**src/rtl/wb_write_queue_if.sv**
```systemverilog
// ---------------------------------------------------------------------------
// wb_write_queue_if
// Bundle of signals between the datapath / register file and the buffered
// writeback queue.
//   request side : in_valid, in_ready, in_reg_no, in_data
//   drain side   : drain_en, reg_write, write_reg_no, write_data
//   read paths   : read_reg1/2, rf_data1/2 (from register file),
//                  read_data1/2 (forwarded results)
//   status       : count, empty, full
// Modport "slave" is the queue itself; "master" is the datapath / regfile side.
// ---------------------------------------------------------------------------
interface wb_write_queue_if #(
    parameter int DEPTH  = 4,
    parameter int DATA_W = 32,
    parameter int ADDR_W = 5
);
    localparam int CNT_W = $clog2(DEPTH) + 1;

    logic              in_valid;
    logic              in_ready;
    logic [ADDR_W-1:0] in_reg_no;
    logic [DATA_W-1:0] in_data;
    logic              drain_en;
    logic              reg_write;
    logic [ADDR_W-1:0] write_reg_no;
    logic [DATA_W-1:0] write_data;
    logic [ADDR_W-1:0] read_reg1;
    logic [ADDR_W-1:0] read_reg2;
    logic [DATA_W-1:0] rf_data1;
    logic [DATA_W-1:0] rf_data2;
    logic [DATA_W-1:0] read_data1;
    logic [DATA_W-1:0] read_data2;
    logic [CNT_W-1:0]  count;
    logic              empty;
    logic              full;

    modport slave (
        input  in_valid, in_reg_no, in_data, drain_en,
               read_reg1, read_reg2, rf_data1, rf_data2,
        output in_ready, reg_write, write_reg_no, write_data,
               read_data1, read_data2, count, empty, full
    );

    modport master (
        output in_valid, in_reg_no, in_data, drain_en,
               read_reg1, read_reg2, rf_data1, rf_data2,
        input  in_ready, reg_write, write_reg_no, write_data,
               read_data1, read_data2, count, empty, full
    );
endinterface

```
**src/rtl/wb_write_queue.sv**
```systemverilog
// ---------------------------------------------------------------------------
// wb_write_queue
// Buffered writeback initiator for the register file write port. Requests are
// accepted on a valid/ready handshake into an in-order circular FIFO and are
// drained at most one per cycle (when drain_en) onto reg_write/write_reg_no/
// write_data. Both read paths are forwarded from the youngest queued entry
// with a matching register number, so reads never see stale contents.
//   clk  : rising-edge clock
//   rst  : asynchronous active-high reset, discards all pending entries
//   bus  : wb_write_queue_if.slave (see interface header for signal list)
// ---------------------------------------------------------------------------
module wb_write_queue #(
    parameter int DEPTH  = 4,
    parameter int DATA_W = 32,
    parameter int ADDR_W = 5
) (
    input  logic                 clk,
    input  logic                 rst,
    wb_write_queue_if.slave      bus
);
    localparam int PTR_W = $clog2(DEPTH);
    localparam int CNT_W = PTR_W + 1;

    logic [PTR_W-1:0]  head_reg, head_next;
    logic [PTR_W-1:0]  tail_reg, tail_next;
    logic [CNT_W-1:0]  count_reg, count_next;

    logic [ADDR_W-1:0] regno_mem [DEPTH];
    logic [DATA_W-1:0] data_mem  [DEPTH];

    logic empty, full, push, pop;

    assign empty = (count_reg == '0);
    assign full  = (count_reg == CNT_W'(DEPTH));
    // A full queue refuses a push even when a pop frees a slot this cycle.
    assign push  = bus.in_valid && !full;
    assign pop   = !empty && bus.drain_en;

    always_comb begin
        head_next  = head_reg;
        tail_next  = tail_reg;
        count_next = count_reg;
        if (push) tail_next = tail_reg + 1'b1;
        if (pop)  head_next = head_reg + 1'b1;
        case ({push, pop})
            2'b10:   count_next = count_reg + 1'b1;
            2'b01:   count_next = count_reg - 1'b1;
            default: count_next = count_reg;
        endcase
    end

    always_ff @(posedge clk or posedge rst) begin
        if (rst) begin
            head_reg  <= '0;
            tail_reg  <= '0;
            count_reg <= '0;
        end else begin
            head_reg  <= head_next;
            tail_reg  <= tail_next;
            count_reg <= count_next;
        end
    end

    // Entry storage carries no reset: validity is defined purely by the
    // pointers, so stale contents are never observable.
    always_ff @(posedge clk) begin
        if (push) begin
            regno_mem[tail_reg] <= bus.in_reg_no;
            data_mem[tail_reg]  <= bus.in_data;
        end
    end

    assign bus.in_ready     = !full;
    assign bus.count        = count_reg;
    assign bus.empty        = empty;
    assign bus.full         = full;
    assign bus.reg_write    = pop;
    assign bus.write_reg_no = empty ? '0 : regno_mem[head_reg];
    assign bus.write_data   = empty ? '0 : data_mem[head_reg];

    // Slot gi is the gi-th oldest queued entry; it is live when gi < count.
    logic [PTR_W-1:0] slot_idx [DEPTH];
    logic [DEPTH-1:0] match1, match2;

    generate
        for (genvar gi = 0; gi < DEPTH; gi++) begin : g_slot
            logic slot_valid;
            assign slot_idx[gi] = head_reg + PTR_W'(gi);
            assign slot_valid   = (CNT_W'(gi) < count_reg);
            assign match1[gi]   = slot_valid && (regno_mem[slot_idx[gi]] == bus.read_reg1);
            assign match2[gi]   = slot_valid && (regno_mem[slot_idx[gi]] == bus.read_reg2);
        end
    endgenerate

    // Walk oldest to youngest so the youngest match overrides earlier ones.
    always_comb begin
        bus.read_data1 = bus.rf_data1;
        bus.read_data2 = bus.rf_data2;
        for (int i = 0; i < DEPTH; i++) begin
            if (match1[i]) bus.read_data1 = data_mem[slot_idx[i]];
            if (match2[i]) bus.read_data2 = data_mem[slot_idx[i]];
        end
    end
endmodule
```
**src/flat_wrapper.sv**
```systemverilog
// flat-port wrapper written by rule: the top's interface ports become plain ports
module wb_write_queue_flat 
#(
    parameter int DEPTH  = 4,
    parameter int DATA_W = 32,
    parameter int ADDR_W = 5
)
  (clk, rst, bus_in_valid, bus_in_reg_no, bus_in_data, bus_drain_en, bus_read_reg1, bus_read_reg2, bus_rf_data1, bus_rf_data2, bus_in_ready, bus_reg_write, bus_write_reg_no, bus_write_data, bus_read_data1, bus_read_data2, bus_count, bus_empty, bus_full);
  wb_write_queue_if #(.DEPTH(DEPTH), .DATA_W(DATA_W), .ADDR_W(ADDR_W)) bus_i ();
  input  logic clk;
  input  logic rst;
  input wire logic [$bits(bus_i.in_valid)-1:0] bus_in_valid;
  input wire logic [$bits(bus_i.in_reg_no)-1:0] bus_in_reg_no;
  input wire logic [$bits(bus_i.in_data)-1:0] bus_in_data;
  input wire logic [$bits(bus_i.drain_en)-1:0] bus_drain_en;
  input wire logic [$bits(bus_i.read_reg1)-1:0] bus_read_reg1;
  input wire logic [$bits(bus_i.read_reg2)-1:0] bus_read_reg2;
  input wire logic [$bits(bus_i.rf_data1)-1:0] bus_rf_data1;
  input wire logic [$bits(bus_i.rf_data2)-1:0] bus_rf_data2;
  output wire logic [$bits(bus_i.in_ready)-1:0] bus_in_ready;
  output wire logic [$bits(bus_i.reg_write)-1:0] bus_reg_write;
  output wire logic [$bits(bus_i.write_reg_no)-1:0] bus_write_reg_no;
  output wire logic [$bits(bus_i.write_data)-1:0] bus_write_data;
  output wire logic [$bits(bus_i.read_data1)-1:0] bus_read_data1;
  output wire logic [$bits(bus_i.read_data2)-1:0] bus_read_data2;
  output wire logic [$bits(bus_i.count)-1:0] bus_count;
  output wire logic [$bits(bus_i.empty)-1:0] bus_empty;
  output wire logic [$bits(bus_i.full)-1:0] bus_full;
  assign bus_i.in_valid = bus_in_valid;
  assign bus_i.in_reg_no = bus_in_reg_no;
  assign bus_i.in_data = bus_in_data;
  assign bus_i.drain_en = bus_drain_en;
  assign bus_i.read_reg1 = bus_read_reg1;
  assign bus_i.read_reg2 = bus_read_reg2;
  assign bus_i.rf_data1 = bus_rf_data1;
  assign bus_i.rf_data2 = bus_rf_data2;
  assign bus_in_ready = bus_i.in_ready;
  assign bus_reg_write = bus_i.reg_write;
  assign bus_write_reg_no = bus_i.write_reg_no;
  assign bus_write_data = bus_i.write_data;
  assign bus_read_data1 = bus_i.read_data1;
  assign bus_read_data2 = bus_i.read_data2;
  assign bus_count = bus_i.count;
  assign bus_empty = bus_i.empty;
  assign bus_full = bus_i.full;
  wb_write_queue #(.DEPTH(DEPTH), .DATA_W(DATA_W), .ADDR_W(ADDR_W)) u_core (.clk(clk), .rst(rst), .bus(bus_i));
endmodule
```
**config.mk**
```make
export PLATFORM = sky130hd
export DESIGN_NAME = wb_write_queue_flat
export DESIGN_NICKNAME = d
export VERILOG_FILES = /design/src/rtl/wb_write_queue_if.sv /design/src/rtl/wb_write_queue.sv /design/src/flat_wrapper.sv
export SDC_FILE = /design/constraint.sdc
export NUM_CORES = 1
export LEC_CHECK = 0
export CORE_MARGIN = 2
export CORE_UTILIZATION = 35
export DETAILED_ROUTE_END_ITERATION = 10
export SLEW_MARGIN = 20
export SYNTH_ARGS = -nofsm -noshare
export SYNTH_HDL_FRONTEND = slang
export SYNTH_SLANG_ARGS = --single-unit
```
**constraint.sdc**
```tcl
create_clock -name clk -period 8.6 [get_ports clk]
set_input_delay 2.15 -clock clk [delete_from_list [all_inputs] [get_ports clk]]
set_output_delay 2.15 -clock clk [all_outputs]
set_load 0.05 [all_outputs]
```
# After elaboration in Yosys (flattened, before gate mapping)
# Memories as Yosys holds them, arrays and structs flattened.
# Cells that the tools add are included.
# Widths: inputs -> output; s select.
[op_classes]
addsub = 6
magnitude_cmp = 4
eq_ne = 11
n_mux = 13
n_reduce_logical = 14
[ops]
columns = ["op", "count"]
rows = [
  ["$mux 32", 9],
  ["$eq 5x5->1", 8],
  ["$logic_and 1x1->1", 10],
  ["$lt 1x3->1 const A", 2],
  ["$lt 2x3->1 const A", 2],
  ["$pmux 3 s2", 1],
  ["$mux 5", 1],
  ["$add 2x1->2 const B", 2],
  ["$add 2x2->2 const B", 2],
  ["$add 3x1->3 const B", 1],
  ["$eq 3x3->1 const B", 1],
  ["$logic_not 3->1", 1],
  ["$sub 3x1->3 const B", 1],
  ["$eq 2x1->1 const B", 1],
  ["$eq 2x2->1 const B", 1],
  ["$logic_not 1->1", 2],
  ["$mux 1", 2],
  ["$reduce_bool 2->1", 1],
]
[word_totals]
regBits = 7
ramBits = 148
inputBits = 115
out_inout_bits = 108
mem_count = 2
[mem_list]
columns = ["memory", "words", "word_bits", "read_ports", "rd_ports_with_merged_regs", "write_ports", "line", "text"]
rows = [
  ["u_core.data_mem", 4, 32, 4, 0, 1, "wb_write_queue.sv:29", "logic [DATA_W-1:0] data_mem [DEPTH];"],
  ["u_core.regno_mem", 4, 5, 4, 0, 1, "wb_write_queue.sv:28", "logic [ADDR_W-1:0] regno_mem [DEPTH];"],
]

# Depth between registers and ports, before layout
# Gate-level depths: netlist of the first run.
# An unclocked memory read counts as a cell.
[logic_depth]
ltp_word = 7
depth_mapped = 12
mapped_depth_nobuf = 9

# Worst setup path after synthesis of the first run
# OpenSTA, ideal clock, no wires.
[synth_timing]
path_type = "input to output"
from = "in bus_read_reg1[2]"
to = "out bus_read_data1[30]"
t_arrival_ns = 4.674
setup_slack_ns = 1.776
stages = 8
path_buffers = 2
path_cell_list = "buf_1 > and2b_1 > mux2i_1 > and4b_1 > o211ai_2 > nand2_1 > buf_4 > o31ai_1"
[synth_between]
elab_chain_cells = 6
elab_cells_between_ends = 12
classes_between = "4 x eq/ne; 4 x mux; 4 x reduce/logical"
[synth_lines]
columns = ["item", "line", "text"]
rows = [
  ["from (decl)", "flat_wrapper.sv:16", "input wire logic [$bits(bus_i.read_reg1)-1:0] bus_read_reg1;"],
  ["$eq 5x5->1", "wb_write_queue.sv:90", "assign match1[gi] = slot_valid && (regno_mem[slot_idx[gi]] == bus.read_reg1);"],
  ["$logic_and 1x1->1", "wb_write_queue.sv:90", ""],
  ["$mux 32 (3 in series)", "wb_write_queue.sv:100", "if (match1[i]) bus.read_data1 = data_mem[slot_idx[i]];"],
  ["$mux 32 *", "wb_write_queue.sv:100", ""],
  ["to (decl)", "flat_wrapper.sv:24", "output wire logic [$bits(bus_i.read_data1)-1:0] bus_read_data1;"],
]
# Mark *: on every way between the ends. The rest lies on a longest branch, timed or not.

# Worst setup path after layout of the first run
[layout_timing]
from = "in bus_read_reg2[3]"
to = "out bus_read_data2[1]"
[layout_between]
elab_chain_cells = 6
elab_cells_between_ends = 12
classes_between = "4 x eq/ne; 4 x mux; 4 x reduce/logical"
[layout_lines]
columns = ["item", "line", "text"]
rows = [
  ["from (decl)", "flat_wrapper.sv:17", "input wire logic [$bits(bus_i.read_reg2)-1:0] bus_read_reg2;"],
  ["$eq 5x5->1", "wb_write_queue.sv:91", "assign match2[gi] = slot_valid && (regno_mem[slot_idx[gi]] == bus.read_reg2);"],
  ["$logic_and 1x1->1", "wb_write_queue.sv:91", ""],
  ["$mux 32 (3 in series)", "wb_write_queue.sv:101", "if (match2[i]) bus.read_data2 = data_mem[slot_idx[i]];"],
  ["$mux 32 *", "wb_write_queue.sv:101", ""],
  ["to (decl)", "flat_wrapper.sv:25", "output wire logic [$bits(bus_i.read_data2)-1:0] bus_read_data2;"],
]
# Marks and branches as above.

==> results of run 1 <==
[layout by cell type (no fill, tap or decap), drive strengths merged, types with 34 or more instances in the layout]
| cell type | synthesis | routed |
|---|---|---|
| nand3 | 34 | 34 |
| nand2 | 103 | 103 |
| mux2 | 34 | 34 |
| a21oi | 63 | 63 |
| mux4 | 46 | 46 |
| a211oi | 127 | 127 |
| and2 | 72 | 72 |
| clkdlybuf4s50 | 0 | 221 |
| nor2 | 133 | 133 |
| edfxtp | 148 | 148 |
| o221ai | 64 | 64 |
| xnor2 | 35 | 35 |
| o21ai | 36 | 36 |
| mux2i | 117 | 117 |
[path summary, 6_finish.rpt]
check	endpoint	depth (start not counted)
worst max register to register	u_core.bus.count[2]$_DFFE_PP0P_	8
max in group asynchronous	u_core.head_reg[0]$_DFFE_PP0P_	2
worst min-delay path	u_core.tail_reg[1]$_DFFE_PP0P_	2
worst max-delay path	bus_read_data2[1]	8
min in group asynchronous	u_core.tail_reg[1]$_DFFE_PP0P_	2
worst min register to register	u_core.tail_reg[1]$_DFFE_PP0P_	2
[worst max-delay path: stages]
cell	delay [ps]
sky130_fd_sc_hd__clkdlybuf4s50_1	620
sky130_fd_sc_hd__xor2_1	260
sky130_fd_sc_hd__and3_1	240
sky130_fd_sc_hd__a32oi_4	720
sky130_fd_sc_hd__buf_4	400
sky130_fd_sc_hd__o221ai_1	180
sky130_fd_sc_hd__o221ai_2	250
sky130_fd_sc_hd__clkdlybuf4s50_1	850
[stage by stage]
| stage | total power [mW] | area [sq um] | hold slack, ps | std cells | setup slack (ps) |
|---|---|---|---|---|---|
| floorplan | 4.726 | 13320 | 579.6 | 1293 | 1776 |
| global placement | 6.084 | 15810 | 603.4 | 1917 | 773.6 |
| detailed placement | 6.124 | 15810 | 624.1 | 1917 | 766.8 |
| CTS | 6.942 | 16440 | 646.5 | 1949 | 754.8 |
| global route | 7.311 | 16450 | 686.6 | 1949 | 643.3 |
| finish | 6.937 | 16450 | 635.4 | 1951 | 746.2 |
[kinds of logic after synthesis]
logic type | synth area share (%)
xor gates and xnor gates | 3.794
and+or+nand+nor | 14.22
muxes | 19.55
buffers and inverters | 5.644
AOI/OAI and AO/OA | 21.27
DFF | 34.67
adders and majority gates | 0.8452
[power by group]
part	switching, mW	total (mW)	leakage, nW	internal (mW)
Sequential	0.228	1.23	1.44	1.01
Clock	0.332	0.801	0.304	0.469
Combinational	3.16	4.90	3.95	1.74
Total	3.72	6.94	5.69	3.22
[area by class of cell]
type | instances | area, sq um | share of cell area (%)
diodes | 2 | 5.005 | 0.03042
well taps | 511 | 639.4 | 3.886
multi-input cells | 992 | 8075 | 49.08
inverters | 9 | 36.28 | 0.2205
clock inverters | 15 | 203.9 | 1.239
repair buffers | 250 | 2442 | 14.84
clock buffers | 17 | 425.4 | 2.585
flip-flops and latches | 155 | 4627 | 28.12
[metal layers]
layer / vias up / global-route usage, % / wire length, um
met2: 474 / 38.95 / 22050
met1: 5543 / 29.07 / 18740
met5: - / 0 / 13
met4: 2 / 10.01 / 1681
li1: 5194 / - / -
met3: 116 / 4.000 / 3320
==> PnR_summary.wiki, run 1 <==
{| class="wikitable"
! Metric !! Value
|-
| Power Dens Cells || 421.6 mW/mm^2
|-
| Buffers from clock root to sink, at most || 2
|-
| Avg Synthesized Cell Area || 10.30 sq um
|-
| Total DRC errors in the routed layout || 0
|-
| Peak fanout along the critical path || 17
|-
| Setup repair after global routing missed its margin || no
|-
| Iteration-0 DRC count of the detailed router || 861
|-
| # clock sinks || 155
|-
| Top cell type's share of synthesized area || 33.36%
|-
| Fin crit period || 7854 ps
|-
| Number of different library cells in the post-synthesis netlist || 49
|-
| Maximum capacitance violations || 0
|-
| Global-route wire length before repair || 68230 um
|-
| Floorplan Core Area || 0.03758 sq mm
|-
| TritonCTS clock tree || yes
|-
| Transition time of the tightest slew-check pin || 1078 ps
|-
| Area of the die || 0.03964 sq mm
|-
| Total global routing overflow || 0
|-
| Number of storage elements in the synthesis netlist || 155
|-
| Data required time of the critical path || 6450 ps
|-
| Register-to-Register Setup Slack || 5990 ps
|-
| Count leader, synth || sky130_fd_sc_hd__edfxtp_1
|-
| Final Hold Fails || 0
|-
| Number of pins exceeding their max-slew limit in the final report || 0
|-
| Most instantiated cells after synthesis || sky130_fd_sc_hd__edfxtp_1 (148), sky130_fd_sc_hd__nor2_1 (133), sky130_fd_sc_hd__mux2i_1 (117)
|-
| Maximum resistive drop on vdd || 0.2466 mV
|-
| Final setup skew || 9.599 ps
|-
| Detail Route Antenna Nets || 0
|-
| I/O pin cnt || 223
|-
| Leakage || 5.689 nW
|-
| Class of the most critical hold timing path || flop to flop
|-
| Length of the first detailed-routing pass in iterations || 6
|-
| Via count || 11330
|-
| Number of endpoints failing setup at the final stage || 0
|-
| Nature of the critical path endpoint || output pin
|-
| Worst hold path startpoint || u_core.tail_reg[1]$_DFFE_PP0P_
|-
| Final cell utilization of the core || 43.79%
|-
| Number of hold buffers added after CTS || 0
|-
| Primary flip-flop cell chosen by synthesis mapping || sky130_fd_sc_hd__edfxtp_1
|-
| Starting Density || 35.45%
|-
| Detail Placement HPWL || 29860 um
|-
| Average wire per cell in the routed design || 23.48 um
|-
| Peak clock frequency supported by timing || 127.3 MHz
|-
| GRT Resource Usage Total || 23.09%
|-
| Asr flop ratio synth || 4.516%
|-
| Share of the clock period used by the worst path || 91.32%
|-
| Sequential-to-total area share from yosys stat || 34.67%
|-
| Critical path origin || bus_read_reg2[3]
|-
| Clock-pin slew on the worst setup and hold paths || 70 ps
|-
| Max FFs per register || 128
|-
| Area leader, netlist || sky130_fd_sc_hd__edfxtp_1
|-
| Combined area of all synthesized cells || 0.01332 sq mm
|-
| Count of buffers from port buffering || 222
|-
| R2r startpoint || u_core.bus.count[0]$_DFFE_PP0P_
|-
| Filler cell count in the final layout || 3550
|-
| Wire length after detailed routing || 45810 um
|-
| Routability congestion estimate || 0.8866
|-
| Worst slew margin || 28.12%
|-
| CTS H-tree depth || 4
|-
| Number of vias per cell after detailed routing || 5.807
|-
| Worst Setup Path Type || input port to output pin
|-
| Worst setup SP type || input port
|-
| Largest net degree at the start of global routing || 83
|-
| Die Span X || 199.1 um
|-
| Area growth, synth to finish || 23.51%
|-
| Number of warnings issued by yosys || 0
|-
| Net count of the finished layout || 1549
|-
| Count of flip-flops with a built-in enable after synthesis || 148
|-
| Source-to-sink clock delay at the later pin of the worst-skew pair || 430 ps
|-
| Ratio of cells with drive above 1 in the final layout || 17.87%
|-
| Sum of negative setup slack || 0 ps
|-
| Number of post-CTS setup repair buffers || 0
|-
| Initial antenna violation count || 3
|-
| Clock buffers created by TritonCTS || 17
|-
| Number of gates given a new drive strength after cts || 0
|-
| Row count || 71
|-
| Number of global-route vias before repair || 11570
|-
| Cell at the root of the clock tree || sky130_fd_sc_hd__clkbuf_16
|-
| Signal arrival time at the worst endpoint || 5700 ps
|-
| Synth Net Count || 1417
|-
| Post-Syn Instances || 1293
|-
| Top cells by area in the synthesized netlist || sky130_fd_sc_hd__edfxtp_1 (33%), sky130_fd_sc_hd__mux2i_1 (8.8%), sky130_fd_sc_hd__mux4_2 (7.1%)
|-
| Run status || complete, no violations
|-
| Height of the chip || 199.1 um
|}
(Power assumes the default switching activity.)
==> run 2: changes to the inputs <==
CORE_ASPECT_RATIO = 1.4   (was unset)
==> PnR_summary.wiki, run 2 (synthesis results as in run 1) <==
{| class="wikitable"
! Metric !! Value
|-
| Final setup skew || 7.880 ps (was 9.599 ps)
|-
| Worst slew margin || 32.39% (was 28.12%)
|-
| Row count || 84 (was 71)
|-
| Worst hold path stage count || 2 (unchanged)
|-
| Global-route wire length before repair || 70790 um (was 68230 um)
|-
| GRT Resource Usage Total || 23.69% (was 23.09%)
|-
| Average wire per cell in the routed design || 24.78 um (was 23.48 um)
|-
| Crit-path max cell delay || 880 ps (was 850 ps)
|-
| Buffers from clock root to sink, at most || 2 (unchanged)
|-
| Starting Density || 35.51% (was 35.45%)
|-
| List of cells traversed by the critical path || clkdlybuf4s50_1 -> nand2b_1 -> mux2_2 -> nor4_1 -> o211ai_4 -> buf_4 -> mux2i_1 -> o31ai_1 -> clkdlybuf4s50_1 (was clkdlybuf4s50_1 -> xor2_1 -> and3_1 -> a32oi_4 -> buf_4 -> o221ai_1 -> o221ai_2 -> clkdlybuf4s50_1)
|-
| Length of the first detailed-routing pass in iterations || 7 (was 6)
|-
| Initial antenna violation count || 7 (was 3)
|-
| Number of vias per cell after detailed routing || 6.079 (was 5.807)
|-
| Power Dens Cells || 422.7 mW/mm^2 (was 421.6 mW/mm^2)
|-
| Net count of the finished layout || 1550 (was 1549)
|-
| Met1 global-route usage || 26.89% (was 29.07%)
|-
| Leakage || 5.675 nW (was 5.689 nW)
|-
| Worst Setup Path Type || input port to output pin (unchanged)
|-
| Register-to-Register Setup Slack || 5870 ps (was 5990 ps)
|-
| Met3 Track Usage GR || 3.739% (was 4.000%)
|-
| Worst min-delay path endpoint || u_core.bus.count[1]$_DFFE_PP0P_ (was u_core.tail_reg[1]$_DFFE_PP0P_)
|-
| Ratio of cells with drive above 1 in the final layout || 17.79% (was 17.87%)
|-
| Floorplan Core Area || 0.03752 sq mm (was 0.03758 sq mm)
|-
| Sum of negative setup slack || 0 ps (unchanged)
|-
| Number of post-CTS setup repair buffers || 0 (unchanged)
|-
| Filler cell count in the final layout || 3485 (was 3550)
|-
| Source-to-sink clock delay at the later pin of the worst-skew pair || 450 ps (was 430 ps)
|-
| Max FFs per register || 128 (unchanged)
|-
| Peak-usage layer in the global routing report || met2 (unchanged)
|-
| Number of pins exceeding their max-slew limit in the final report || 0 (unchanged)
|-
| Cell at the root of the clock tree || sky130_fd_sc_hd__clkbuf_16 (unchanged)
|-
| Number of gates given a new drive strength after cts || 0 (unchanged)
|-
| Placed insts || 1880 (was 1917)
|-
| Class of the most critical hold timing path || flop to flop (unchanged)
|-
| Iteration-0 DRC count of the detailed router || 886 (was 861)
|-
| Routability congestion estimate || 0.8819 (was 0.8866)
|-
| Peak fanout along the critical path || 32 (was 17)
|-
| Nature of the critical path endpoint || output pin (unchanged)
|-
| Total DRC errors in the routed layout || 0 (unchanged)
|-
| Transition time of the tightest slew-check pin || 1014 ps (was 1078 ps)
|-
| # clock sinks || 155 (unchanged)
|-
| Reg-to-reg endpoint || u_core.bus.count[2]$_DFFE_PP0P_ (unchanged)
|-
| Number of endpoints failing setup at the final stage || 0 (unchanged)
|-
| Area growth, synth to finish || 22.97% (was 23.51%)
|-
| M2 GR Usage || 40.81% (was 38.95%)
|-
| Peak clock frequency supported by timing || 127.2 MHz (was 127.3 MHz)
|-
| Number of hold buffers added after CTS || 0 (unchanged)
|-
| Via count || 11670 (was 11330)
|-
| Setup repair after global routing missed its margin || no (unchanged)
|-
| Height of the chip || 234.8 um (was 199.1 um)
|-
| Reg2reg path depth || 8 (unchanged)
|-
| Most prevalent standard cell on the critical path || sky130_fd_sc_hd__clkdlybuf4s50_1 (unchanged)
|-
| Total global routing overflow || 0 (unchanged)
|-
| R2r startpoint || u_core.bus.count[0]$_DFFE_PP0P_ (unchanged)
|-
| Most frequent standard cell in the layout excluding fill and tap cells || sky130_fd_sc_hd__clkdlybuf4s50_1 (unchanged)
|-
| Detail Placement HPWL || 31210 um (was 29860 um)
|-
| Worst hold path startpoint || u_core.bus.count[1]$_DFFE_PP0P_ (was u_core.tail_reg[1]$_DFFE_PP0P_)
|-
| Maximum resistive drop on vdd || 0.3346 mV (was 0.2466 mV)
|-
| Maximum capacitance violations || 0 (unchanged)
|-
| Count of buffers from port buffering || 222 (unchanged)
|-
| I/O pin cnt || 223 (unchanged)
|-
| Area of the die || 0.03966 sq mm (was 0.03964 sq mm)
|-
| Post-route insts no fill || 1919 (was 1951)
|-
| Number of global-route vias before repair || 11890 (was 11570)
|-
| Detail Route Antenna Nets || 0 (unchanged)
|-
| Clock-pin slew on the worst setup and hold paths || 60 ps (was 70 ps)
|-
| TritonCTS clock tree || yes (unchanged)
|-
| Worst setup SP type || input port (unchanged)
|-
| Cell with the largest stage delay on the worst path || sky130_fd_sc_hd__clkdlybuf4s50_1 (unchanged)
|-
| CTS H-tree depth || 4 (unchanged)
|-
| Share of the clock period used by the worst path || 91.39% (was 91.32%)
|-
| Run status || complete, no violations (unchanged)
|-
| Wire length after detailed routing || 47550 um (was 45810 um)
|-
| Final Hold Fails || 0 (unchanged)
|-
| Data required time of the critical path || 6450 ps (about the same)
|-
| Largest net degree at the start of global routing || 73 (was 83)
|-
| Die Span X || 168.9 um (was 199.1 um)
|-
| Most frequent cells in the layout || sky130_fd_sc_hd__clkdlybuf4s50_1 (219), sky130_fd_sc_hd__edfxtp_1 (148), sky130_fd_sc_hd__nor2_1 (133) (was sky130_fd_sc_hd__clkdlybuf4s50_1 (221), sky130_fd_sc_hd__edfxtp_1 (148), sky130_fd_sc_hd__nor2_1 (133))
|-
| Fin crit period || 7859 ps (was 7854 ps)
|-
| Clock buffers created by TritonCTS || 17 (unchanged)
|-
| Signal arrival time at the worst endpoint || 5710 ps (was 5700 ps)
|}
[run 2: through the flow]
stage          setup slack (ps)  utilization, %  cell area (sq um)  hold slack [ps]  total power, mW
3_3_place_gp              825.8           42.03              15770            612.2            6.087
3_5_place_dp              782.2           42.03              15770            637.8            6.132
2_1_floorplan              1776               -              13320            579.6            4.726
6_report                  740.5           43.66              16380            634.1            6.925
4_1_cts                   779.3           43.62              16370            647.8            6.921
5_1_grt                   665.8           43.66              16380            674.5            7.259
[run 2: layout make-up]
| class | instances | area, sq um | share of cell area [%] |
|---|---|---|---|
| multi-input cells | 992 | 8069 | 49.25 |
| flip-flops and latches | 155 | 4627 | 28.24 |
| repair buffers | 251 | 2445 | 14.92 |
| well taps | 473 | 591.8 | 3.612 |
| clock buffers | 17 | 425.4 | 2.597 |
| clock inverters | 15 | 171.4 | 1.046 |
| inverters | 9 | 36.28 | 0.2215 |
| diodes | 7 | 17.52 | 0.1069 |
[run 2: critical path: cells and delay by family]
family	cells	cell delay, ps
buffers and inverters	3	1930
AND/OR/NAND/NOR	2	810
multiplexers	2	530
AO/OA/AOI/OAI	2	290
[run 2: power by group]
part	switching, mW	internal [mW]
Clock	0.315	0.455
Sequential	0.181	1.01
Combinational	3.23	1.74
[run 2: metal layers]
layer  vias up  routed length [um]
li1       5205                   -
met1      5727               17970
met2       572               23940
met3       162                2813
met4         0                2834
met5         -                   0
[run 2: how the worst max path moves through the flow]
stage	from	end	slack [ps]	depth (start not counted)
after floorplan	bus_read_reg1[2]	bus_read_data1[30]	1780	8
after global placement	bus_read_reg1[3]	bus_read_data1[31]	830	9
after detailed placement	bus_read_reg1[3]	bus_read_data1[31]	780	9
after CTS	bus_read_reg1[3]	bus_read_data1[31]	780	9
after global routing	bus_read_reg1[3]	bus_read_data1[31]	670	9
final	bus_read_reg1[3]	bus_read_data1[31]	740	9
==> run 3: changes to the inputs <==
CORE_UTILIZATION = 45   (was 35)
PLACE_DENSITY = 0.69   (was unset)
clock period = 8.31 ns   (was 8.6 ns; I/O delays follow)
==> PnR_summary.wiki, run 3 (synthesis results as in run 1) <==
{| class="wikitable"
! Metric !! Value
|-
| Run status || complete, no violations (unchanged)
|-
| Wire length the detailed router placed on met1 || 16910 um (was 17970 um)
|-
| Register-to-Register Setup Slack || 5660 ps (was 5870 ps)
|-
| Worst setup SP type || input port (unchanged)
|-
| Critical path endpoint || bus_read_data1[12] (was bus_read_data1[31])
|-
| Starting Density || 45.68% (was 35.51%)
|-
| Via count || 11550 (was 11670)
|-
| Signal arrival time at the worst endpoint || 5630 ps (was 5710 ps)
|-
| Number of gates given a new drive strength after cts || 0 (unchanged)
|-
| Final cell utilization of the core || 55.68% (was 43.66%)
|-
| Detail Route Antenna Nets || 0 (unchanged)
|-
| Number of vias per cell after detailed routing || 6.319 (was 6.079)
|-
| I/O pin cnt || 223 (unchanged)
|-
| Initial antenna violation count || 4 (was 7)
|-
| List of cells traversed by the critical path || clkdlybuf4s50_1 -> xor2_1 -> and4b_1 -> o211ai_4 -> nand2_2 -> o31ai_2 -> clkdlybuf4s50_1 (was clkdlybuf4s50_1 -> nand2b_1 -> mux2_2 -> nor4_1 -> o211ai_4 -> buf_4 -> mux2i_1 -> o31ai_1 -> clkdlybuf4s50_1)
|-
| Wire length after detailed routing || 44240 um (was 47550 um)
|-
| Maximum capacitance violations || 0 (unchanged)
|-
| Power Dens Cells || 436.9 mW/mm^2 (was 422.7 mW/mm^2)
|-
| Number of hold buffers added after CTS || 0 (unchanged)
|-
| Cell with the largest stage delay on the worst path || sky130_fd_sc_hd__clkdlybuf4s50_1 (unchanged)
|-
| Most prevalent standard cell on the critical path || sky130_fd_sc_hd__clkdlybuf4s50_1 (unchanged)
|-
| Reg2reg path depth || 8 (unchanged)
|-
| Max FFs per register || 128 (unchanged)
|-
| Filler cell count in the final layout || 2544 (was 3485)
|-
| Total DRC errors in the routed layout || 0 (unchanged)
|-
| Most frequent standard cell in the layout excluding fill and tap cells || sky130_fd_sc_hd__clkdlybuf4s50_1 (unchanged)
|-
| Worst Setup Path Type || input port to output pin (unchanged)
|-
| Area of the die || 0.03102 sq mm (was 0.03966 sq mm)
|-
| Buffers from clock root to sink, at most || 2 (unchanged)
|-
| Share of the clock period used by the worst path || 92.74%
|-
| Critical path origin || bus_read_reg1[3] (unchanged)
|-
| Data required time of the critical path || 6230 ps (was 6450 ps)
|-
| Area growth, synth to finish || 21.89% (was 22.97%)
|-
| R2r startpoint || u_core.bus.count[0]$_DFFE_PP0P_ (unchanged)
|-
| Number of pins exceeding their max-slew limit in the final report || 0 (unchanged)
|-
| Clock buffers created by TritonCTS || 17 (unchanged)
|-
| Nature of the critical path endpoint || output pin (unchanged)
|-
| CP bufs+invs || 2 (was 3)
|-
| Peak fanout along the critical path || 13 (was 32)
|-
| Final setup skew || 7.849 ps (was 7.880 ps)
|-
| Met2 WL post-DR || 22090 um (was 23940 um)
|-
| Clock-pin slew on the worst setup and hold paths || 60 ps (about the same)
|-
| CTS H-tree depth || 4 (unchanged)
|-
| Fin crit period || 7707 ps
|-
| Total stage count of the critical path || 7 (was 9)
|-
| Count of buffers from port buffering || 222 (unchanged)
|-
| TritonCTS clock tree || yes (unchanged)
|-
| Class of the most critical hold timing path || flop to flop (unchanged)
|-
| Final Hold Fails || 0 (unchanged)
|-
| Uppermost layer routed || met4 (unchanged)
|-
| Die Span X || 149.4 um (was 168.9 um)
|-
| Iteration-0 DRC count of the detailed router || 924 (was 886)
|-
| Cell at the root of the clock tree || sky130_fd_sc_hd__clkbuf_16 (unchanged)
|-
| Detail Placement HPWL || 29420 um (was 31210 um)
|-
| Maximum resistive drop on vdd || 0.3149 mV (was 0.3346 mV)
|-
| Average wire per cell in the routed design || 24.20 um (was 24.78 um)
|-
| Leakage || 5.710 nW (was 5.675 nW)
|-
| Net count of the finished layout || 1555 (was 1550)
|-
| Crit-path max cell delay || 840 ps (was 880 ps)
|-
| Transition time of the tightest slew-check pin || 999.5 ps (was 1014 ps)
|-
| Total length of routed met3 wires || 2945 um (was 2813 um)
|-
| Sum of negative setup slack || 0 ps (unchanged)
|-
| Row count || 74 (was 84)
|-
| Power Total || 7.094 mW (was 6.925 mW)
|-
| Largest net degree at the start of global routing || 72 (was 73)
|-
| Length of the first detailed-routing pass in iterations || 7 (unchanged)
|-
| Most frequent cells in the layout || sky130_fd_sc_hd__clkdlybuf4s50_1 (199), sky130_fd_sc_hd__edfxtp_1 (148), sky130_fd_sc_hd__nor2_1 (133) (was sky130_fd_sc_hd__clkdlybuf4s50_1 (219), sky130_fd_sc_hd__edfxtp_1 (148), sky130_fd_sc_hd__nor2_1 (133))
|-
| Reg-to-reg endpoint || u_core.bus.count[2]$_DFFE_PP0P_ (unchanged)
|-
| Number of endpoints failing setup at the final stage || 0 (unchanged)
|-
| # clock sinks || 155 (unchanged)
|-
| Peak clock frequency supported by timing || 129.8 MHz
|-
| Global-route wire length before repair || 66450 um (was 70790 um)
|-
| Setup repair after global routing missed its margin || no (unchanged)
|-
| Height of the chip || 207.6 um (was 234.8 um)
|-
| Number of global-route vias before repair || 11540 (was 11890)
|-
| Routability congestion estimate || 0.9009 (was 0.8819)
|-
| Number of post-CTS setup repair buffers || 0 (unchanged)
|-
| Ratio of cells with drive above 1 in the final layout || 19.67% (was 17.79%)
|-
| Worst slew margin || 33.37% (was 32.39%)
|-
| Cell type group with the largest total delay on the critical path || buffers and inverters (unchanged)
|-
| Source-to-sink clock delay at the later pin of the worst-skew pair || 440 ps (was 450 ps)
|-
| Floorplan Core Area || 0.02917 sq mm (was 0.03752 sq mm)
|-
| Total global routing overflow || 0 (unchanged)
|-
| GRT Resource Usage Total || 28.24% (was 23.69%)
|}
-- run 3: cell count changes in the layout (fill, tap and decap cells not counted), moves of 3 or more --
| cell | delta |
|---|---|
| sky130_fd_sc_hd__buf_4 | +23 |
| sky130_fd_sc_hd__diode_2 | -3 |
| sky130_fd_sc_hd__inv_6 | +4 |
| sky130_fd_sc_hd__clkdlybuf4s50_1 | -20 |
| sky130_fd_sc_hd__clkinv_1 | -3 |
-- run 3: cell type report --
type / count / area, sq um / area share [%]
Clock inverter: 15 / 138.9 / 0.8552
Clock buffer: 17 / 425.4 / 2.620
Sequential cell: 155 / 4627 / 28.49
Inverter: 9 / 36.28 / 0.2234
Multi-Input combinational cell: 992 / 8069 / 49.69
Tap cell: 380 / 475.5 / 2.928
Antenna cell: 4 / 10.01 / 0.06164
Timing Repair Buffer: 256 / 2457 / 15.13
-- run 3: worst min path at each step --
stage / from / end / slack (ps) / cells after the start
after global routing: u_core.bus.count[1]$_DFFE_PP0P_ / u_core.bus.count[1]$_DFFE_PP0P_ / 660 / 2
after detailed placement: u_core.bus.count[1]$_DFFE_PP0P_ / u_core.bus.count[1]$_DFFE_PP0P_ / 610 / 2
after CTS: u_core.bus.count[1]$_DFFE_PP0P_ / u_core.bus.count[1]$_DFFE_PP0P_ / 630 / 2
after floorplan: u_core.tail_reg[1]$_DFFE_PP0P_ / u_core.tail_reg[1]$_DFFE_PP0P_ / 580 / 2
after global placement: u_core.tail_reg[1]$_DFFE_PP0P_ / u_core.tail_reg[1]$_DFFE_PP0P_ / 600 / 2
final: u_core.tail_reg[1]$_DFFE_PP0P_ / u_core.tail_reg[1]$_DFFE_PP0P_ / 640 / 2
-- run 3: worst min-delay path, cell delays in order (launching register included) --
cell and delay (ps):
sky130_fd_sc_hd__dfrtp_1 400, sky130_fd_sc_hd__inv_1 100, sky130_fd_sc_hd__o21ai_0 90
-- run 3: per-layer routing --
metal  track usage, %  vias up
met4            16.29        0
met2            47.72      615
li1                 -     5208
met5                0        -
met1            34.20     5580
met3            3.780      149
-- run 3: metrics by stage --
step	hold WS, ps	cell area, sq um	setup WS (ps)	instances
finish	637.9	16240	603.2	1828
detailed placement	611.4	15670	617.8	1792
global placement	601.0	15670	654.1	1792
floorplan	579.6	13320	1631	1293
global route	664.7	16240	488.9	1828
CTS	631.0	16230	615.6	1824
-- run 3: power breakdown --
group,switching (mW),internal [mW],total (mW)
clock network,0.343,0.416,0.759
registers,0.220,1.04,1.26
logic,3.27,1.80,5.07
